### src/rtl/jtframe_dump_pkg.sv
// Shared definitions for the frame-window capture controller.
// Holds the per-channel mode codes (as driven on ch_mode) and the
// per-channel window state encoding.
package jtframe_dump_pkg;

    // Channel mode codes, two bits per channel on ch_mode
    localparam logic [1:0] MODE_OFF      = 2'd0;
    localparam logic [1:0] MODE_FRAME    = 2'd1;
    localparam logic [1:0] MODE_POSTLOAD = 2'd2;
    localparam logic [1:0] MODE_FREE     = 2'd3;

    // Capture window state of one channel
    typedef enum logic [1:0] {
        ST_IDLE   = 2'd0,
        ST_ARMED  = 2'd1,
        ST_ACTIVE = 2'd2,
        ST_DONE   = 2'd3
    } chan_state_e;

endpackage

### src/rtl/jtframe_dump_chan.sv
// One capture channel of the frame-window controller.
// Ports:
//   clk, rst     clock and asynchronous active-high reset
//   vs_fall      frame tick (VS falling edge not masked by a download end)
//   dl_fall      ROM download just finished this clock
//   dwnld        ROM download in progress
//   frame_next   value frame_cnt takes on this frame tick
//   mode         channel mode (OFF / FRAME / POSTLOAD / FREE)
//   start        frame number at which the window opens
//   len          window length in frames, 0 = unlimited
//   en           capture window open (registered)
//   start_pulse  one clock high when the window opens (registered)
//   done         window has closed (registered)
module jtframe_dump_chan
    import jtframe_dump_pkg::*;
#(
    parameter int CW = 32,
    parameter int LW = 16
) (
    input  logic          clk,
    input  logic          rst,
    input  logic          vs_fall,
    input  logic          dl_fall,
    input  logic          dwnld,
    input  logic [CW-1:0] frame_next,
    input  logic [1:0]    mode,
    input  logic [CW-1:0] start,
    input  logic [LW-1:0] len,
    output logic          en,
    output logic          start_pulse,
    output logic          done
);

    chan_state_e   state_r;
    chan_state_e   state_s;
    chan_state_e   case_state_s;
    logic [LW-1:0] rem_r;
    logic [LW-1:0] rem_s;
    logic [1:0]    mode_r;      // mode latched when leaving IDLE
    logic [1:0]    mode_s;
    logic          en_r;
    logic          pulse_r;
    logic          done_r;

    // Next-state logic: normal window progression, then OFF/download overrides
    always_comb begin
        case_state_s = state_r;
        rem_s        = rem_r;
        mode_s       = mode_r;
        case (state_r)
            ST_IDLE: begin
                // new modes are only picked up here
                mode_s = mode;
                case (mode)
                    MODE_FRAME: begin
                        case_state_s = ST_ARMED;
                    end
                    MODE_POSTLOAD: begin
                        if (dl_fall) begin
                            case_state_s = ST_ARMED;
                        end else begin
                            case_state_s = ST_IDLE;
                        end
                    end
                    MODE_FREE: begin
                        case_state_s = ST_ACTIVE;
                        rem_s        = len;
                    end
                    default: begin
                        case_state_s = ST_IDLE;
                    end
                endcase
            end
            ST_ARMED: begin
                // open on the tick at which frame_cnt becomes start
                if (vs_fall && (frame_next == start)) begin
                    case_state_s = ST_ACTIVE;
                    rem_s        = len;
                end else begin
                    case_state_s = ST_ARMED;
                end
            end
            ST_ACTIVE: begin
                // rem==0 means an unlimited window: never counted down
                if (vs_fall && (rem_r == LW'(1))) begin
                    case_state_s = ST_DONE;
                    rem_s        = '0;
                end else if (vs_fall && (rem_r != '0)) begin
                    rem_s = rem_r - LW'(1);
                end else begin
                    rem_s = rem_r;
                end
            end
            ST_DONE: begin
                if (mode != mode_r) begin
                    case_state_s = ST_IDLE;
                end else begin
                    case_state_s = ST_DONE;
                end
            end
            default: begin
                case_state_s = ST_IDLE;
            end
        endcase

        // OFF wins from any state; a new download drops POSTLOAD channels
        if (mode == MODE_OFF) begin
            state_s = ST_IDLE;
        end else if (dwnld && (mode_r == MODE_POSTLOAD) && (state_r != ST_IDLE)) begin
            state_s = ST_IDLE;
        end else begin
            state_s = case_state_s;
        end
    end

    // State, remaining-frame counter and registered outputs
    always_ff @(posedge clk or posedge rst) begin
        if (rst) begin
            state_r <= ST_IDLE;
            rem_r   <= '0;
            mode_r  <= MODE_OFF;
            en_r    <= 1'b0;
            pulse_r <= 1'b0;
            done_r  <= 1'b0;
        end else begin
            state_r <= state_s;
            rem_r   <= rem_s;
            mode_r  <= mode_s;
            en_r    <= (state_s == ST_ACTIVE);
            pulse_r <= (state_s == ST_ACTIVE) && (state_r != ST_ACTIVE);
            done_r  <= (state_s == ST_DONE);
        end
    end

    assign en          = en_r;
    assign start_pulse = pulse_r;
    assign done        = done_r;

endmodule

### src/rtl/jtframe_dump_ctrl.sv
// Multi-channel frame-window controller for waveform / logic-analyser capture.
// Counts frames on VS falling edges (restarting at the end of a ROM download)
// and drives one capture window per channel.
// Ports:
//   clk, rst    clock and asynchronous active-high reset
//   vs          vertical sync, active high
//   dwnld       ROM download in progress
//   ch_mode     2 bits per channel: 0 OFF, 1 FRAME, 2 POSTLOAD, 3 FREE
//   ch_start    CW bits per channel: start frame
//   ch_len      LW bits per channel: window length, 0 = unlimited
//   frame_cnt   frames since reset or since the last download end
//   dump_en     per-channel capture window active
//   dump_start  per-channel one-clock pulse on window entry
//   dump_done   per-channel level, high once the window has closed
module jtframe_dump_ctrl
    import jtframe_dump_pkg::*;
#(
    parameter int CH = 4,
    parameter int CW = 32,
    parameter int LW = 16
) (
    input  logic             clk,
    input  logic             rst,
    input  logic             vs,
    input  logic             dwnld,
    input  logic [2*CH-1:0]  ch_mode,
    input  logic [CW*CH-1:0] ch_start,
    input  logic [LW*CH-1:0] ch_len,
    output logic [CW-1:0]    frame_cnt,
    output logic [CH-1:0]    dump_en,
    output logic [CH-1:0]    dump_start,
    output logic [CH-1:0]    dump_done
);

    logic          vs_l;
    logic          dl_l;
    logic          vs_fall;
    logic          dl_fall;
    logic          frame_tick;
    logic [CW-1:0] frame_next;

    assign vs_fall    = vs_l & ~vs;
    assign dl_fall    = dl_l & ~dwnld;
    // a VS edge coinciding with the download end is swallowed by the restart
    assign frame_tick = vs_fall & ~dl_fall;
    assign frame_next = frame_cnt + CW'(1);

    // Edge-detect history and the frame counter
    always_ff @(posedge clk or posedge rst) begin
        if (rst) begin
            vs_l      <= 1'b0;
            dl_l      <= 1'b0;
            frame_cnt <= '0;
        end else begin
            vs_l <= vs;
            dl_l <= dwnld;
            if (dl_fall) begin
                frame_cnt <= '0;
            end else if (frame_tick) begin
                frame_cnt <= frame_next;
            end else begin
                frame_cnt <= frame_cnt;
            end
        end
    end

    for (genvar k = 0; k < CH; k++) begin : g_chan
        jtframe_dump_chan #(
            .CW (CW),
            .LW (LW)
        ) u_chan (
            .clk         (clk),
            .rst         (rst),
            .vs_fall     (frame_tick),
            .dl_fall     (dl_fall),
            .dwnld       (dwnld),
            .frame_next  (frame_next),
            .mode        (ch_mode[k*2 +: 2]),
            .start       (ch_start[k*CW +: CW]),
            .len         (ch_len[k*LW +: LW]),
            .en          (dump_en[k]),
            .start_pulse (dump_start[k]),
            .done        (dump_done[k])
        );
    end

endmodule

### config.mk
export PLATFORM = sky130hd
export DESIGN_NAME = jtframe_dump_ctrl
export DESIGN_NICKNAME = d
export VERILOG_FILES = /design/src/rtl/jtframe_dump_pkg.sv /design/src/rtl/jtframe_dump_chan.sv /design/src/rtl/jtframe_dump_ctrl.sv
export SDC_FILE = /design/constraint.sdc
export NUM_CORES = 1
export LEC_CHECK = 0
export ABC_AREA = 0
export BUFFER_PORTS_ARGS = -buffer_cell sky130_fd_sc_hd__buf_4
export CORE_MARGIN = 5
export CORE_UTILIZATION = 46
export DETAILED_ROUTE_END_ITERATION = 10
export PLACE_DENSITY = 0.82
export SYNTH_ARGS = -nofsm -noshare
export SYNTH_HDL_FRONTEND = slang
export SYNTH_HIERARCHICAL = 1
export SYNTH_SLANG_ARGS = --single-unit
### constraint.sdc
create_clock -name clk -period 5.3 [get_ports clk]
set_input_delay 0.53 -clock clk [delete_from_list [all_inputs] [get_ports clk]]
set_output_delay 0.53 -clock clk [all_outputs]
set_load 0.05 [all_outputs]
=== Word-level counts from Yosys, hierarchy flattened ===
Index checks and enable logic that the tools add are counted.

* Register bits after elaboration: 126
* Logic and storage cells: 202

* Bitwise logic cells: 6
* Reduce and logical (&&, ||, !) cells: 49
* Eq/ne operators: 64
* Muxes and demuxes: 51
* Add/sub/neg operators: 5

{| class="wikitable"
|+ Operators with widths
! cell !! number
|-
| $mux W16 || 16
|-
| $pmux W16 S3 || 4
|-
| $eq A32 B32 Y1 || 4
|-
| $eq A16 B1 Y1 const B || 4
|-
| $mux W32 || 2
|-
| $reduce_bool A16 Y1 || 4
|-
| $sub A16 B1 Y16 const B || 4
|-
| $eq A2 B2 Y1 const B || 28
|-
| $mux W2 || 20
|-
| $add A32 B1 Y32 const B || 1
|-
| $pmux W2 S4 || 4
|-
| $logic_and A1 B1 Y1 || 24
|-
| $pmux W2 S3 || 4
|-
| $eq A2 B1 Y1 const B || 8
|-
| $logic_not A2 Y1 || 8
|-
| $ne A2 B2 Y1 const B || 8
|-
| $reduce_and A4 Y1 || 4
|-
| $ne A3 B1 Y1 const B || 4
|-
| $reduce_bool A3 Y1 || 4
|-
| $reduce_bool A2 Y1 || 5
|-
| $ne A2 B1 Y1 const B || 4
|-
| $ne A2 B2 Y1 || 4
|-
| $and A1 B1 Y1 || 3
|-
| $not A1 Y1 || 3
|-
| $mux W1 || 1
|}

=== Depth between registers and ports, before layout ===
* Depth after elaboration: 11
* Mapped depth: 15

=== By module ===
Netlist, hierarchy kept.

{| class="wikitable"
|+ By module, submodules not included
! module !! area an instance (µm²) !! instances !! cells each
|-
| jtframe_dump_chan (g_chan[1].u_chan ...) || 1,981.9 || 3 || 223
|-
| jtframe_dump_ctrl || 2,347.3 || 1 || 281
|-
| jtframe_dump_chan (g_chan[0].u_chan) || 1,948.1 || 1 || 221
|}

=== Least setup slack after synthesis ===
OpenSTA, ideal clock, no wires.

* Path kind: reg2reg
* Start point: register frame_cnt[0]
* End point: register g_chan[1].u_chan.rem_r[1]
* Arrival: 4,073 ps
* Clock period less this slack: 4,200 ps
* Path slack: 1,100 ps
* Stages on the path, launching flop included: 14
* Buffers on the path: 2
* Library setup time: 127 ps
* Cells stage by stage: dfrtp_1 -> ha_1 -> nand3_1 -> or4_4 -> buf_6 -> or3_1 -> xnor2_1 -> xnor2_1 -> nand4_1 -> nor4_1 -> a31oi_1 -> or2_1 -> buf_4 -> mux2_1

* Word-level cells in the longest chain between the ends: 5

{| class="wikitable"
|+ RTL lines
! item !! RTL line !! RTL
|-
| start, declared || jtframe_dump_ctrl.sv:29 || <nowiki>output logic [CW-1:0] frame_cnt,</nowiki>
|-
| start signal, assigned || jtframe_dump_ctrl.sv:60 || <nowiki>frame_cnt <= frame_next;</nowiki>
|-
| start signal, assigned || jtframe_dump_ctrl.sv:62 || <nowiki>frame_cnt <= frame_cnt;</nowiki>
|-
| $add A32 B1 Y32 || jtframe_dump_ctrl.sv:46 || <nowiki>assign frame_next = frame_cnt + CW'(1);</nowiki>
|-
| net frame_next[22] || jtframe_dump_ctrl.sv:40 || <nowiki>logic [CW-1:0] frame_next;</nowiki>
|-
| $eq A32 B32 Y1 || jtframe_dump_chan.sv:76 || <nowiki>if (vs_fall && (frame_next == start)) begin</nowiki>
|-
| $logic_and A1 B1 Y1 || jtframe_dump_chan.sv:76 ||
|-
| $ne A2 B1 Y1 (no line) || -- ||
|-
| $reduce_and A4 Y1 (no line) || -- ||
|-
| end signal, assigned || jtframe_dump_chan.sv:127 || <nowiki>rem_r <= rem_s;</nowiki>
|-
| end, declared || jtframe_dump_chan.sv:37 || <nowiki>logic [LW-1:0] rem_r;</nowiki>
|}

The timed path passes the listed nets, and every way through them passes these cells.
A chain may end at the register's enable or synchronous reset.

=== Worst setup path in the final report ===
* Start point: register frame_cnt[0]
* End point: register g_chan[1].u_chan.rem_r[15]

Same word-level chain as after synthesis.

==> flow_summary_export.csv <==
group,metric,value,unit
outcome,run_status,"completed",
yosys,yosys_warnings,6,
final_layout,synthToLayoutAreaGrowth,25.86,%
yosys,synth_edf_count,0,
routing,drt-total-wl,32.83,mm
grt,grt_pass1_wl,52.79,mm
floorplan,ios,248,
setup_path,rrSetupSlack,520,ps
hold_path,hold_class,"in -> reg",
setup_path,critPathMaxFanout,19,
grt,gr-total-overflow,0,
yosys,synthArstFlopShare,100.0,%
clock_network,clockBufferDepth,2,
timing,fin_crit_sh,90.12,%
run,maxCapViolCount,0,
clock_network,ctsHtreeMaxLevel,4,
setup_path,cp-start-kind,"register",
timing,slew_headroom,29.73,%
floorplan,core_area,21890,um^2
routing,vias_per_cell,5.985,
clock_network,clkTransAtPathRegs,70,ps
power,irDropWorstVdd,178.8,uV
setup_path,r2r_cells,14,
yosys,syn_inst,1171,
routing,ant_nets,0,
clock_network,numCtsBuffers,17,
final_layout,drive_gt1_share,26.41,%
routing,drc,0,
floorplan,start_util,46.78,%
floorplan,die-area,25350,um^2
setup_path,critical_path_required,5620,ps
setup_path,crit_path_end_kind,"register",
clock_network,cts_root_buf,"clkbuf_16",
setup_path,r2r_start,"frame_cnt[0]",
floorplan,die_h,159.2,um
floorplan,rows,54,
timing,timing.fmax,209.4,MHz
yosys,synth-seq-cells,126,
final_layout,antenna_cells,0,
placement,dp_hpwl,25.25,mm
yosys,synth_cell_type_count,71,
yosys,synth_ff_type,"dfrtp_1",
grt,antenna_found_initial,0,
power,p_leak,0.005399,uW
timing,finalSetupViolations,0,
setup_path,worstSetupStartpoint,"frame_cnt[0]",
timing,holdWs,230.7,ps
placement,place_inst,1669,
setup_path,worstSetupPathType,"reg -> reg",
placement,io_buffers,247,
routing,drtIter0Drc,1044,
clock_network,clkSinkCount,126,
clock_network,cts_hold_buf,0,
setup_path,cp-endpoint,"g_chan[1].u_chan/rem_r[15]",
routing,drt_first_pass_iters,5,
final_layout,post-route-util,58.88,%
timing,fin_setup_tns,0,ps
final_layout,nets,1640,
grt,grt_pass1_vias,10130,
grt,grt_usage,25.16,%
power,cellPowerDensity,413.0,nW/um^2
yosys,syn_avg_cell_area,8.746,um^2
yosys,synth_fp_nets,1403,
final_layout,fin_cells,1700,
timing,period_needed,4777,ps
timing,worstMarginPinSlew,1047,ps
grt,grt_max_degree,35,
setup_path,crit_arrival,5100,ps
timing,rsz0062_at_grt,"false",
timing,finalHoldViolCount,0,
clock_network,cts_setup_buffers,0,
timing,finalMaxSlewViolations,0,
timing,finClkSkew,14.20,ps
yosys,syn_area,10240,um^2
routing,vias,10170,
yosys,synth.yosys.seq_area_share,30.79,%
placement,gp_congestion,0.9492,
clock_network,clock_latency,420,ps
routing,wl_per_cell,19.31,um
clock_network,cts_resized,0,
clock_network,cts_tree,"built",
floorplan,die_width,159.2,um
setup_path,r2r-end,"g_chan[1].u_chan/rem_r[15]",
## synthesized netlist by cell type, types with 10 or more instances
library cell	n	area, um^2
o31ai_1	45	337.8
nor4_1	28	175.2
mux2_2	16	180.2
a21oi_1	65	325.3
o21ai_2	28	245.2
nand4_1	53	331.6
ha_1	28	350.3
nor2_1	87	326.6
buf_2	15	75.07
xor2_1	24	210.2
and2_1	16	100.1
inv_1	44	165.2
nor3_1	53	265.3
a31oi_1	16	100.1
dfrtp_1	126	3153
a22oi_1	12	90.09
nand2_1	58	217.7
xnor2_1	160	1401
or3_1	14	87.58
or4_1	16	120.1
mux2i_1	10	100.1
nand2b_1	11	68.82
nand3_1	22	110.1
clkbuf_1	27	101.4
o21ai_0	50	250.2
## worst max-delay path, cell delays in order (launching register included)
cell and delay (ps):
dfrtp_1 460, ha_1 240, nand3_1 90, buf_4 190, or4_4 620, or3_1 440
xnor2_1 480, xnor2_1 180, nand4_1 120, nor4_1 580, a31oi_1 180, buf_4 240
or2_1 400, buf_4 250, o21ai_0 180
## power by group
group / switching (uW) / leakage (uW) / internal [uW] / total [uW]
Clock: 462 / 0.000265 / 642 / 1100
Sequential: 364 / 0.00161 / 1300 / 1660
Combinational: 1520 / 0.00352 / 1040 / 2560
Total: 2350 / 0.00540 / 2980 / 5320
## metal layers
metal | wire length (um) | vias to the layer above | part of all wire [%] | GRT usage, %
met5 | 0 | - | 0 | 0
met4 | 1282 | 0 | 3.9 | 10.51
met3 | 2792 | 85 | 8.5 | 6.498
met2 | 15650 | 463 | 48 | 41.35
met1 | 13100 | 4867 | 40 | 31.49
li1 | - | 4759 | - | -
## per-stage QoR
step / setup WS [ps] / power, uW / cell area [um^2]
after global routing: 201.8 / 5696 / 12890
after detailed placement: 608.7 / 4201 / 12340
after global placement: 807.1 / 4118 / 12340
after CTS: 566.8 / 5315 / 12890
after floorplan: 1100 / 3601 / 10240
final: 523.4 / 5324 / 12890
## flip-flops by register name, summed over array words and instances (netlist names)
name,count
g_chan.u_chan/done,4
g_chan.u_chan/mode_r,8
g_chan.u_chan/rem_r,64
g_chan.u_chan/start_pulse,4
dl_l,1
g_chan.u_chan/state_r,8
vs_l,1
g_chan.u_chan/en,4
frame_cnt,32
## cells in the final DEF (no fill, tap or decap), drive strengths merged, types with 31 or more instances in the layout
cell,netlist,final
nor3,53,53
xnor2,160,160
nand4,54,54
dfrtp,126,126
o21ai,81,81
inv,44,46
nand2,60,60
a21oi,68,68
buf,28,276
o31ai,45,45
nor2,87,87
nor4,31,31
## how the worst min path moves through the flow
stage | startpoint | end | slack [ps] | cells past startpoint
after global placement | g_chan[2].u_chan/rem_r[15] | g_chan[2].u_chan/rem_r[15] | 480 | 2
final | vs | vs_l | 230 | 1
after global routing | vs | vs_l | 210 | 1
after detailed placement | g_chan[2].u_chan/rem_r[15] | g_chan[2].u_chan/rem_r[15] | 500 | 2
after floorplan | g_chan[1].u_chan/rem_r[7] | g_chan[1].u_chan/rem_r[7] | 470 | 2
after CTS | vs | vs_l | 210 | 1
## kinds of logic (layout without fill, tap and decap cells)
group,Yosys count,after routing,synth area share [%]
compound gates,292,292,20.46
xor+xnor,184,184,15.74
fa+ha+maj,28,28,3.421
buf+inv,105,354,4.911
flops,126,126,30.79
mux,29,29,3.067
simple gates,407,407,21.61
## cell type report
class	instances	area [um^2]
Fill cell	1913	9001
Multi-Input combinational cell	940	6591
Sequential cell	126	3153
Timing Repair Buffer	276	2072
Clock buffer	17	425.4
Tap cell	280	350.3
Inverter	47	176.4
Clock inverter	14	121.4
Power figures use the tool's default switching activity.
